File: config.mk
export PLATFORM = sky130hd
export DESIGN_NAME = alu_decode_unit
export DESIGN_NICKNAME = d
export VERILOG_FILES = /design/src/rtl/alu_decode_unit.sv
export SDC_FILE = /design/constraint.sdc
export NUM_CORES = 1
export LEC_CHECK = 0
export ABC_AREA = 1
export ABC_CLOCK_PERIOD_IN_PS = 3120
export BUFFER_PORTS_ARGS = -buffer_cell sky130_fd_sc_hd__buf_2
export CAP_MARGIN = 20
export CELL_PAD_IN_SITES_DETAIL_PLACEMENT = 0
export CELL_PAD_IN_SITES_GLOBAL_PLACEMENT = 1
export CORE_UTILIZATION = 38
export CTS_CLUSTER_SIZE = 20
export DETAILED_ROUTE_END_ITERATION = 10
export GPL_TIMING_DRIVEN = 0
export HOLD_SLACK_MARGIN = 0.03
export PLACE_DENSITY = 0.95
export SKIP_CTS_REPAIR_TIMING = 1
export SLEW_MARGIN = 20
export SYNTH_ARGS = -nofsm -noshare
export SYNTH_HDL_FRONTEND = slang
export SYNTH_SLANG_ARGS = --single-unit
File: constraint.sdc
create_clock -name clk -period 3.12 [get_ports clk]
set_input_delay 0.156 -clock clk [delete_from_list [all_inputs] [get_ports clk]]
set_output_delay 0.156 -clock clk [all_outputs]
set_load 0.005 [all_outputs]
File: src/rtl/alu_decode_unit.sv
// Instruction decode, operand mux and 8-bit ALU with the W working register
// and the C/Z status flags; everything but W, C and Z is combinational.
module alu_decode_unit (
  input  logic       clk,
  input  logic       reset,
  input  logic [7:0] inst_reg,
  input  logic [7:0] f,
  input  logic [7:0] k,
  output logic [3:0] inst,
  output logic       d,
  output logic       switch_a_m,
  output logic [7:0] b,
  output logic [8:0] ans,
  output logic [7:0] w,
  output logic       carry,
  output logic       zero,
  output logic       f_we,
  output logic [7:0] f_out
);

  logic [8:0] alu_res;
  logic       we;
  logic       c_upd;
  logic       z_upd;
  logic       unused_bit0;

  assign unused_bit0 = inst_reg[0];

  // Literal opcode 1011 has no defined mapping and is treated as a NOP.
  always_comb begin
    inst       = 4'b0000;
    d          = 1'b0;
    switch_a_m = 1'b0;
    case (inst_reg[7:6])
      2'b00: begin
        inst = inst_reg[5:2];
        d    = inst_reg[1];
      end
      2'b11: begin
        switch_a_m = 1'b1;
        casez (inst_reg[5:2])
          4'b0???: inst = 4'b1000;
          4'b1000: inst = 4'b0100;
          4'b1001: inst = 4'b0101;
          4'b1010: inst = 4'b0110;
          4'b110?: inst = 4'b0010;
          4'b111?: inst = 4'b0111;
          default: inst = 4'b0000;
        endcase
      end
      default: ;
    endcase
  end

  assign b = switch_a_m ? k : f;

  always_comb begin
    alu_res = 9'd0;
    case (inst)
      4'b0000: alu_res = d ? {1'b0, w} : 9'd0;
      4'b0001: alu_res = 9'd0;
      4'b0010: alu_res = {1'b0, b} + {1'b0, ~w} + 9'd1;
      4'b0011,
      4'b1011: alu_res = {1'b0, b - 8'd1};
      4'b0100: alu_res = {1'b0, b | w};
      4'b0101: alu_res = {1'b0, b & w};
      4'b0110: alu_res = {1'b0, b ^ w};
      4'b0111: alu_res = {1'b0, b} + {1'b0, w};
      4'b1000: alu_res = {1'b0, b};
      4'b1001: alu_res = {1'b0, ~b};
      4'b1010,
      4'b1111: alu_res = {1'b0, b + 8'd1};
      4'b1100: alu_res = {b[0], carry, b[7:1]};
      4'b1101: alu_res = {b[7], b[6:0], carry};
      4'b1110: alu_res = {1'b0, b[3:0], b[7:4]};
      default: alu_res = 9'd0;
    endcase
  end

  // Only inst 0000 with d = 0 (including the decoded NOP classes) writes nothing.
  assign we    = (inst != 4'b0000) || d;
  assign c_upd = (inst == 4'b0111) || (inst == 4'b0010) ||
                 (inst == 4'b1100) || (inst == 4'b1101);
  assign z_upd = we && (inst != 4'b0000) && (inst != 4'b1100) &&
                 (inst != 4'b1101) && (inst != 4'b1110);

  assign ans   = reset ? alu_res : 9'd0;
  assign f_we  = reset && we && d;
  assign f_out = ans[7:0];

  always_ff @(posedge clk or negedge reset) begin
    if (!reset) begin
      w     <= 8'd0;
      carry <= 1'b0;
      zero  <= 1'b0;
    end else if (we) begin
      if (!d)
        w <= alu_res[7:0];
      if (c_upd)
        carry <= alu_res[8];
      if (z_upd)
        zero <= (alu_res[7:0] == 8'd0);
    end
  end

endmodule

# Word level (Yosys, flattened, before mapping)
# Cells that the tools add are included.
[totals]
reg_bits = 10
[op_classes]
add_sub_neg = 5
reduce_logical = 19
bitwise_logic = 7
eq_ne = 24
muxes = 8
[op_table]
columns = ["op", "count"]
rows = [
  ["$pmux 9 s14", 1],
  ["$eq 4x4->1 const B", 11],
  ["$pmux 4 s6", 1],
  ["$add 8x8->9", 2],
  ["$eq 4x3->1 const B", 4],
  ["$mux 8", 2],
  ["$not 8->8", 2],
  ["$ne 4x4->1 const B", 3],
  ["$add 9x1->9 const B", 1],
  ["$mux 9", 1],
  ["$add 8x1->8 const B", 1],
  ["$and 8x8->8", 1],
  ["$eq 4x2->1 const B", 2],
  ["$logic_not 8->1", 1],
  ["$or 8x8->8", 1],
  ["$pmux 4 s2", 1],
  ["$sub 8x1->8 const B", 1],
  ["$xor 8x8->8", 1],
  ["$eq 3x3->1 const B", 2],
  ["$logic_and 1x1->1", 6],
  ["$reduce_and 2->1", 3],
  ["$eq 4x1->1 const B", 1],
  ["$logic_not 4->1", 1],
  ["$logic_or 1x1->1", 4],
  ["other kinds (6)", 9],
]

# Longest topological paths before layout
# Gate-level depths: netlist of the first run.
[depth]
depth_word = 10
depth_mapped = 25
depth_no_buf = 25

# Least setup slack after synthesis of the first run
# Ideal clock, no wire load.
[synth_path]
path_type = "input-to-output"
from = "input inst_reg[6]"
to = "output f_out[2]"
slack_ns = 0.105
path_stages = 12
arrival_ns = 2.859
n_path_buf = 3
cell_sequence = "ha_1 > buf_6 > buf_4 > o21ai_0 > inv_1 > fa_1 > or2_2 > nand3_1 > o21ai_0 > nor3_1 > a31oi_1 > buf_4"
[synth_between]
elab_chain_len = 7
[synth_rtl]
columns = ["element", "line_no", "text"]
rows = [
  ["start, declared", "6", "input logic [7:0] inst_reg,"],
  ["$eq 2x2->1 (*)", "34", "case (inst_reg[7:6])"],
  ["$mux 1 (*)", "34", ""],
  ["$mux 8 (*)", "55", "assign b = switch_a_m ? k : f;"],
  ["via b[1]", "12", "output logic [7:0] b,"],
  ["$add 8x8->9", "62", "4'b0010: alu_res = {1'b0, b} + {1'b0, ~w} + 9'd1;"],
  ["$add 9x1->9", "62", ""],
  ["$pmux 9 s14 (*)", "59", "case (inst)"],
  ["$mux 9 (*)", "87", "assign ans = reset ? alu_res : 9'd0;"],
  ["end, declared", "18", "output logic [7:0] f_out"],
]
# Mark *: on every way through the listed nets, which the timed path passes. The rest lies on a longest branch.

# Worst setup path in the final report of the first run
[layout_path]
from = "input inst_reg[7]"
to = "output f_out[7]"
[layout_between]
elab_chain_len = 7
[layout_rtl]
columns = ["element", "line_no"]
rows = [
  ["$eq 2x2->1", "34"],
  ["$mux 1", "34"],
  ["$mux 8", "55"],
  ["$add 8x8->9", "62"],
  ["$add 9x1->9", "62"],
  ["$pmux 9 s14 (*)", "59"],
  ["$mux 9 (*)", "87"],
]
# Every way passes the cells marked *; elsewhere a longest branch is shown, timed or not.

==> results of run 1 <==
[critical path, delay by kind of cell]
kind,cells,cell delay [ns]
adders and majority gates,2,0.44
AOI/OAI and AO/OA,3,0.39
and+or+nand+nor,13,1.42
buffers and inverters,7,0.70
[cell families after synthesis]
group                    count (synthesis)
adder cells (fa/ha/maj)                 41
flip-flops                              10
XOR/XNOR                                 8
AO/OA/AOI/OAI                           73
buffers and inverters                   95
AND/OR/NAND/NOR                        273
[cells in the mapped netlist, types with 3 or more instances]
master      n  area share (%)
a21oi_1    21             3.5
a31oi_1     3            0.63
buf_4       9             2.3
dfrtp_1    10             8.4
fa_1        3             2.0
ha_1       38              16
inv_1      78             9.9
inv_2       3            0.38
nand2_1   131              17
nand2_2     6             1.3
nand2_4     7             2.7
nand3_1    38             6.4
nand3_4     3             1.8
nand3b_1    3            0.76
nand4_1     9             1.9
nor2_1     54             6.8
nor2_2      7             1.5
nor3_1      5            0.84
o21ai_0    27             4.6
o21ai_1     9             1.5
o22ai_1     3            0.63
xnor2_1     3            0.89
xor2_1      5             1.5
[metrics by stage]
step	hold WS (ns)	utilization (%)	cell area (um^2)
after floorplan	-0.140	-	2960
after global placement	0.0327	46.1	3420
after detailed placement	0.0419	46.1	3420
after CTS	-0.217	46.7	3460
after global routing	0.349	55.1	4080
final	0.326	55.1	4080
[routing by layer]
layer / vias up / track usage, % / routed length [um]
met5: - / 0 / 0
met4: 0 / 7.26 / 243
met3: 25 / 1.18 / 773
met2: 175 / 42.4 / 5060
met1: 1600 / 34.2 / 4800
li1: 1786 / - / -
[how the worst max path moves through the flow]
| stage | from | depth (start not counted) | slack [ns] | endpoint |
|---|---|---|---|---|
| finish | inst_reg[7] | 25 | -0.16 | f_out[7] |
| global route | inst_reg[7] | 20 | -0.36 | f_out[7] |
| CTS | inst_reg[6] | 20 | -1.23 | f_out[7] |
| detailed placement | inst_reg[6] | 20 | -1.22 | f_out[7] |
| global placement | inst_reg[6] | 20 | -1.20 | f_out[7] |
| floorplan | inst_reg[6] | 12 | 0.10 | f_out[2] |
[cell type report]
| class | count | area, um^2 | share of cell area (%) |
|---|---|---|---|
| well taps | 99 | 124 | 3.04 |
| repair buffers | 96 | 622 | 15.2 |
| plain buffers | 11 | 90.1 | 2.21 |
| inverters | 83 | 324 | 7.94 |
| clock buffers | 3 | 41.3 | 1.01 |
| flip-flops and latches | 10 | 250 | 6.13 |
| multi-input cells | 395 | 2630 | 64.4 |
[report_power, final]
part	internal (mW)	total (mW)	switching, mW
Clock	0.0845	0.136	0.0514
Combinational	0.400	1.04	0.641
Sequential	0.166	0.212	0.0463
[registers in the layout (all words and copies together) (netlist names)]
signal and flops:
carry 1, w 8, zero 1
==> impl_metrics.py, run 1 <==
metrics = {
    "clock_tree": {
        "clk_path_buf_depth": 2,
        "cts_root_buf": "clkbuf_8",
        "clk_pin_slew_worst_paths_ns": 0.04,
        "htree_levels": 1,
        "cts_made_buffers": 3,
        "cts_num_sinks": 10,
        "insertion_delay_ns": 0.24,
        "cts_tree": "yes",
    },
    "timing": {
        "finalWorstSetupSlack_ns": -0.157,
        "rsz0062_at_grt": "true",
        "setup-violations-final": 7,
        "max_freq_mhz": 305,
        "period_minus_slack_ns": 3.28,
        "min_period_over_period_pct": 105,
        "finalSetupTns_ns": -0.573,
        "worst_pin_slew_ns": 0.647,
        "fin_skew_ns": 0.000716,
        "hold_violations": 0,
        "relSlewSlack_pct": 56.5,
        "slew_violations": 0,
    },
    "floorplan": {
        "die_h_um": 90.3,
        "core_um2": 7410,
        "start_util_pct": 40.0,
        "die_area_um2": 8150,
        "die_w_um": 90.3,
        "rows": 31,
        "pin_count": 68,
    },
    "synthesis": {
        "synth-compound-area-share_pct": 13.6,
        "ys_types": 41,
        "seq_area_frac_synth_pct": 8.45,
        "netlist_area_um2": 2960,
        "synthMuxAreaShare_pct": 0,
        "synthSimpleGateAreaFrac_pct": 44.0,
        "synth_top_family_by_area": "simple AND/OR/NAND/NOR gates",
        "synthAdderAreaFrac_pct": 18.1,
        "synth-xor-area-share_pct": 2.36,
        "synth_area_per_cell_um2": 5.93,
        "ys_seq_elements": 10,
        "ys_warn_count": 0,
        "syn_inst": 500,
        "synth_edf_count": 0,
        "syn_nets": 567,
        "synthFlopType": "dfrtp_1",
        "ys_async_sr_fraction_pct": 100,
    },
    "critical_path": {
        "end_kind": "output pin",
        "rrSetupSlack_ns": 0.56,
        "critical_path_arrival_ns": 3.12,
        "reg2regPathDepth": 15,
        "criticalPathCategory": "in2out",
        "r2r-end": "zero",
        "worstPathRequired_ns": 2.96,
        "r2r-start": "w[2]",
        "cpMaxStageDelayCell": "ha_4",
        "worstPathMaxFanout": 7,
        "startpoint_type": "input port",
        "max_stage_delay_ns": 0.30,
    },
    "layout": {
        "final_cell_mix": "nand2_1 (129), inv_1 (71), buf_2 (63)",
        "fillers": 732,
        "drive_gt1_share_pct": 31.4,
        "areaGrowthSynthToFinish_pct": 37.7,
        "antenna_cells": 0,
        "final_nets": 667,
        "final_common_cell": "nand2_1",
        "fin_cells": 697,
    },
    "placed_design": {
        "dp_slack_ns": -1.22,
        "hpwl_um": 8250,
        "io_buffers": 66,
        "gp_congestion": 0.963,
        "dp_cells": 665,
    },
    "grt": {
        "antenna_found_initial": 0,
        "grt_pass1_vias": 3068,
        "grt_usage_pct": 25.0,
        "grt_pass1_wl_um": 16000,
        "grt_overflow": 0,
        "grt_start_max_net_pins": 12,
    },
    "drt": {
        "wl_um": 10900,
        "wl_per_cell_um": 15.6,
        "drc": 0,
        "postRouteAntennaNets": 0,
        "vias": 3586,
        "avgViaCountPerCell": 5.14,
        "firstDrtPassIters": 5,
        "drtIter0Drc": 351,
    },
    "power_and_ir_drop": {
        "powerDensity_nw_per_um2": 340,
        "p_leak_nw": 2.20,
        "ir_worst_vdd_mv": 0.256,
        "total_power_mw": 1.39,
    },
    "status": {
        "violations": "negative setup slack",
        "status": "finished, violations left",
    },
    "worst_hold_path": {
        "hold_class": "in2async",
    },
    "job": {
        "max_cap_violations": 0,
    },
}
Power figures use the tool's default switching activity.
==> run 2, diff against run 1 <==
--- a/config.mk
+++ b/config.mk
@@ -13,2 +13,3 @@
 export CELL_PAD_IN_SITES_GLOBAL_PLACEMENT = 1
+export CORE_MARGIN = 2
 export CORE_UTILIZATION = 38
==> constraint.sdc (replaced) <==
create_clock -name clk -period 3.12 [get_ports clk]
set_input_delay 0.78 -clock clk [delete_from_list [all_inputs] [get_ports clk]]
set_output_delay 0.78 -clock clk [all_outputs]
set_load 0.005 [all_outputs]
==> impl_metrics.py, run 2 (same netlist as run 1, synthesis figures left out) <==
metrics = {
    "clock_tree": {
        "clk_pin_slew_worst_paths_ns": 0.04,
        "htree_levels": 1,
        "cts_root_buf": "clkbuf_8",
        "clk_path_buf_depth": 2,
        "cts_made_buffers": 3,
        "cts_tree": "yes",
        "cts_num_sinks": 10,
        "insertion_delay_ns": 0.23,
    },
    "critical_path": {
        "critical_path_arrival_ns": 3.72,
        "r2r-end": "zero",
        "criticalPathCategory": "in2out",
        "rrSetupSlack_ns": 0.63,
        "end_kind": "output pin",
        "worstPathMaxFanout": 6,
        "worstPathRequired_ns": 2.34,
        "reg2regPathDepth": 14,
        "startpoint_type": "input port",
        "r2r-start": "w[0]",
    },
    "grt": {
        "grt_usage_pct": 23.7,
        "grt_overflow": 0,
        "grt_start_max_net_pins": 12,
        "grt_pass1_vias": 3210,
        "grt_pass1_wl_um": 16100,
        "antenna_found_initial": 0,
    },
    "power_and_ir_drop": {
        "ir_worst_vdd_mv": 0.215,
        "powerDensity_nw_per_um2": 345,
        "p_leak_nw": 2.33,
        "total_power_mw": 1.53,
    },
    "worst_hold_path": {
        "hold_class": "in2async",
    },
    "timing": {
        "period_minus_slack_ns": 4.50,
        "hold_violations": 0,
        "max_freq_mhz": 222,
        "fin_skew_ns": 0.00123,
        "slew_violations": 0,
        "setup-violations-final": 24,
        "worst_pin_slew_ns": 0.536,
        "rsz0062_at_grt": "true",
        "finalSetupTns_ns": -21.14,
        "min_period_over_period_pct": 144,
        "relSlewSlack_pct": 63.9,
        "finalWorstSetupSlack_ns": -1.38,
    },
    "drt": {
        "avgViaCountPerCell": 5.21,
        "postRouteAntennaNets": 0,
        "drc": 0,
        "wl_um": 11200,
        "wl_per_cell_um": 15.7,
        "drtIter0Drc": 299,
        "firstDrtPassIters": 5,
        "vias": 3720,
    },
    "floorplan": {
        "die_h_um": 92.3,
        "rows": 32,
        "start_util_pct": 38.7,
        "pin_count": 68,
        "die_w_um": 92.3,
        "core_um2": 7650,
        "die_area_um2": 8520,
    },
    "placed_design": {
        "gp_congestion": 1.02,
        "hpwl_um": 8260,
        "io_buffers": 66,
    },
    "status": {
        "status": "finished, violations left",
        "violations": "negative setup slack",
    },
    "layout": {
        "areaGrowthSynthToFinish_pct": 49.8,
        "fillers": 718,
        "largest_reg_flops": 8,
        "final_cell_mix": "nand2_1 (125), inv_1 (68), buf_2 (63)",
        "antenna_cells": 0,
        "reg_top3": "w x8, carry x1, zero x1",
        "final_common_cell": "nand2_1",
        "drive_gt1_share_pct": 36.9,
        "fin_util_pct": 58.0,
        "final_nets": 681,
        "largest-register": "w",
    },
    "job": {
        "max_cap_violations": 0,
    },
}
-- run 2: cell types whose count changed in the layout (fill, tap and decap cells not counted), sizes merged --
cell,change
buf,+14
clkbuf,+1
clkinvlp,-1
dlygate4sd3,-1
inv,+1
-- run 2: critical path: stages --
cell and delay (ns):
buf_8 0.10, ha_4 0.16, buf_12 0.13, nand2_8 0.06
a21oi_4 0.03, nand2_2 0.11, nand2_8 0.08, buf_12 0.14
nor2_8 0.13, nand2_4 0.08, nand2_4 0.09, clkinvlp_4 0.10
buf_12 0.15, ha_4 0.31, nand2_4 0.06, o21ai_4 0.19
a31oi_2 0.12, nand3b_1 0.17, nand3_1 0.08, nand2_2 0.07
nor3_4 0.18, or2_1 0.14, inv_2 0.04, buf_6 0.10
buf_6 0.10
-- run 2: worst max-delay path by stage --
stage / endpoint / startpoint
floorplan: f_out[7] / inst_reg[6]
CTS: f_out[7] / inst_reg[6]
global placement: f_out[7] / inst_reg[6]
finish: f_out[7] / inst_reg[7]
detailed placement: f_out[7] / inst_reg[6]
global route: f_out[7] / inst_reg[6]
-- run 2: report_power, final --
part           total (mW)  switching (mW)  internal (mW)  leakage, nW
Combinational        1.19           0.701          0.487         2.18
Sequential          0.212          0.0459          0.166        0.130
Clock               0.130          0.0459         0.0840       0.0216
Total                1.53           0.793          0.736         2.33
-- run 2: metrics by stage --
stage / hold slack, ns / cells / setup slack [ns] / cell area [um^2]
3_3_place_gp: 0.476 / 668 / -2.03 / 3510
2_1_floorplan: 0.473 / 500 / -0.998 / 3050
3_5_place_dp: 0.467 / 668 / -2.02 / 3510
6_report: 0.411 / 714 / -1.38 / 4440
4_1_cts: 0.413 / 671 / -2.02 / 3550
5_1_grt: 0.427 / 714 / -1.52 / 4440
-- run 2: layer usage --
| metal | vias to the layer above | global-route usage (%) | share of wire, % |
|---|---|---|---|
| li1 | 1817 | - | - |
| met1 | 1725 | 33.4 | 43 |
| met2 | 153 | 39.1 | 48 |
| met3 | 25 | 1.71 | 6.9 |
| met4 | 0 | 6.59 | 2.4 |
| met5 | - | 0 | 0 |
-- run 2: area by class of cell --
type	instances	area (um^2)	share of cell area, %
well taps	102	128	2.87
inverters	83	340	7.67
repair buffers	110	773	17.4
multi-input cells	395	2800	63.0
plain buffers	11	108	2.42
clock buffers	3	41.3	0.930
flip-flops and latches	10	250	5.64
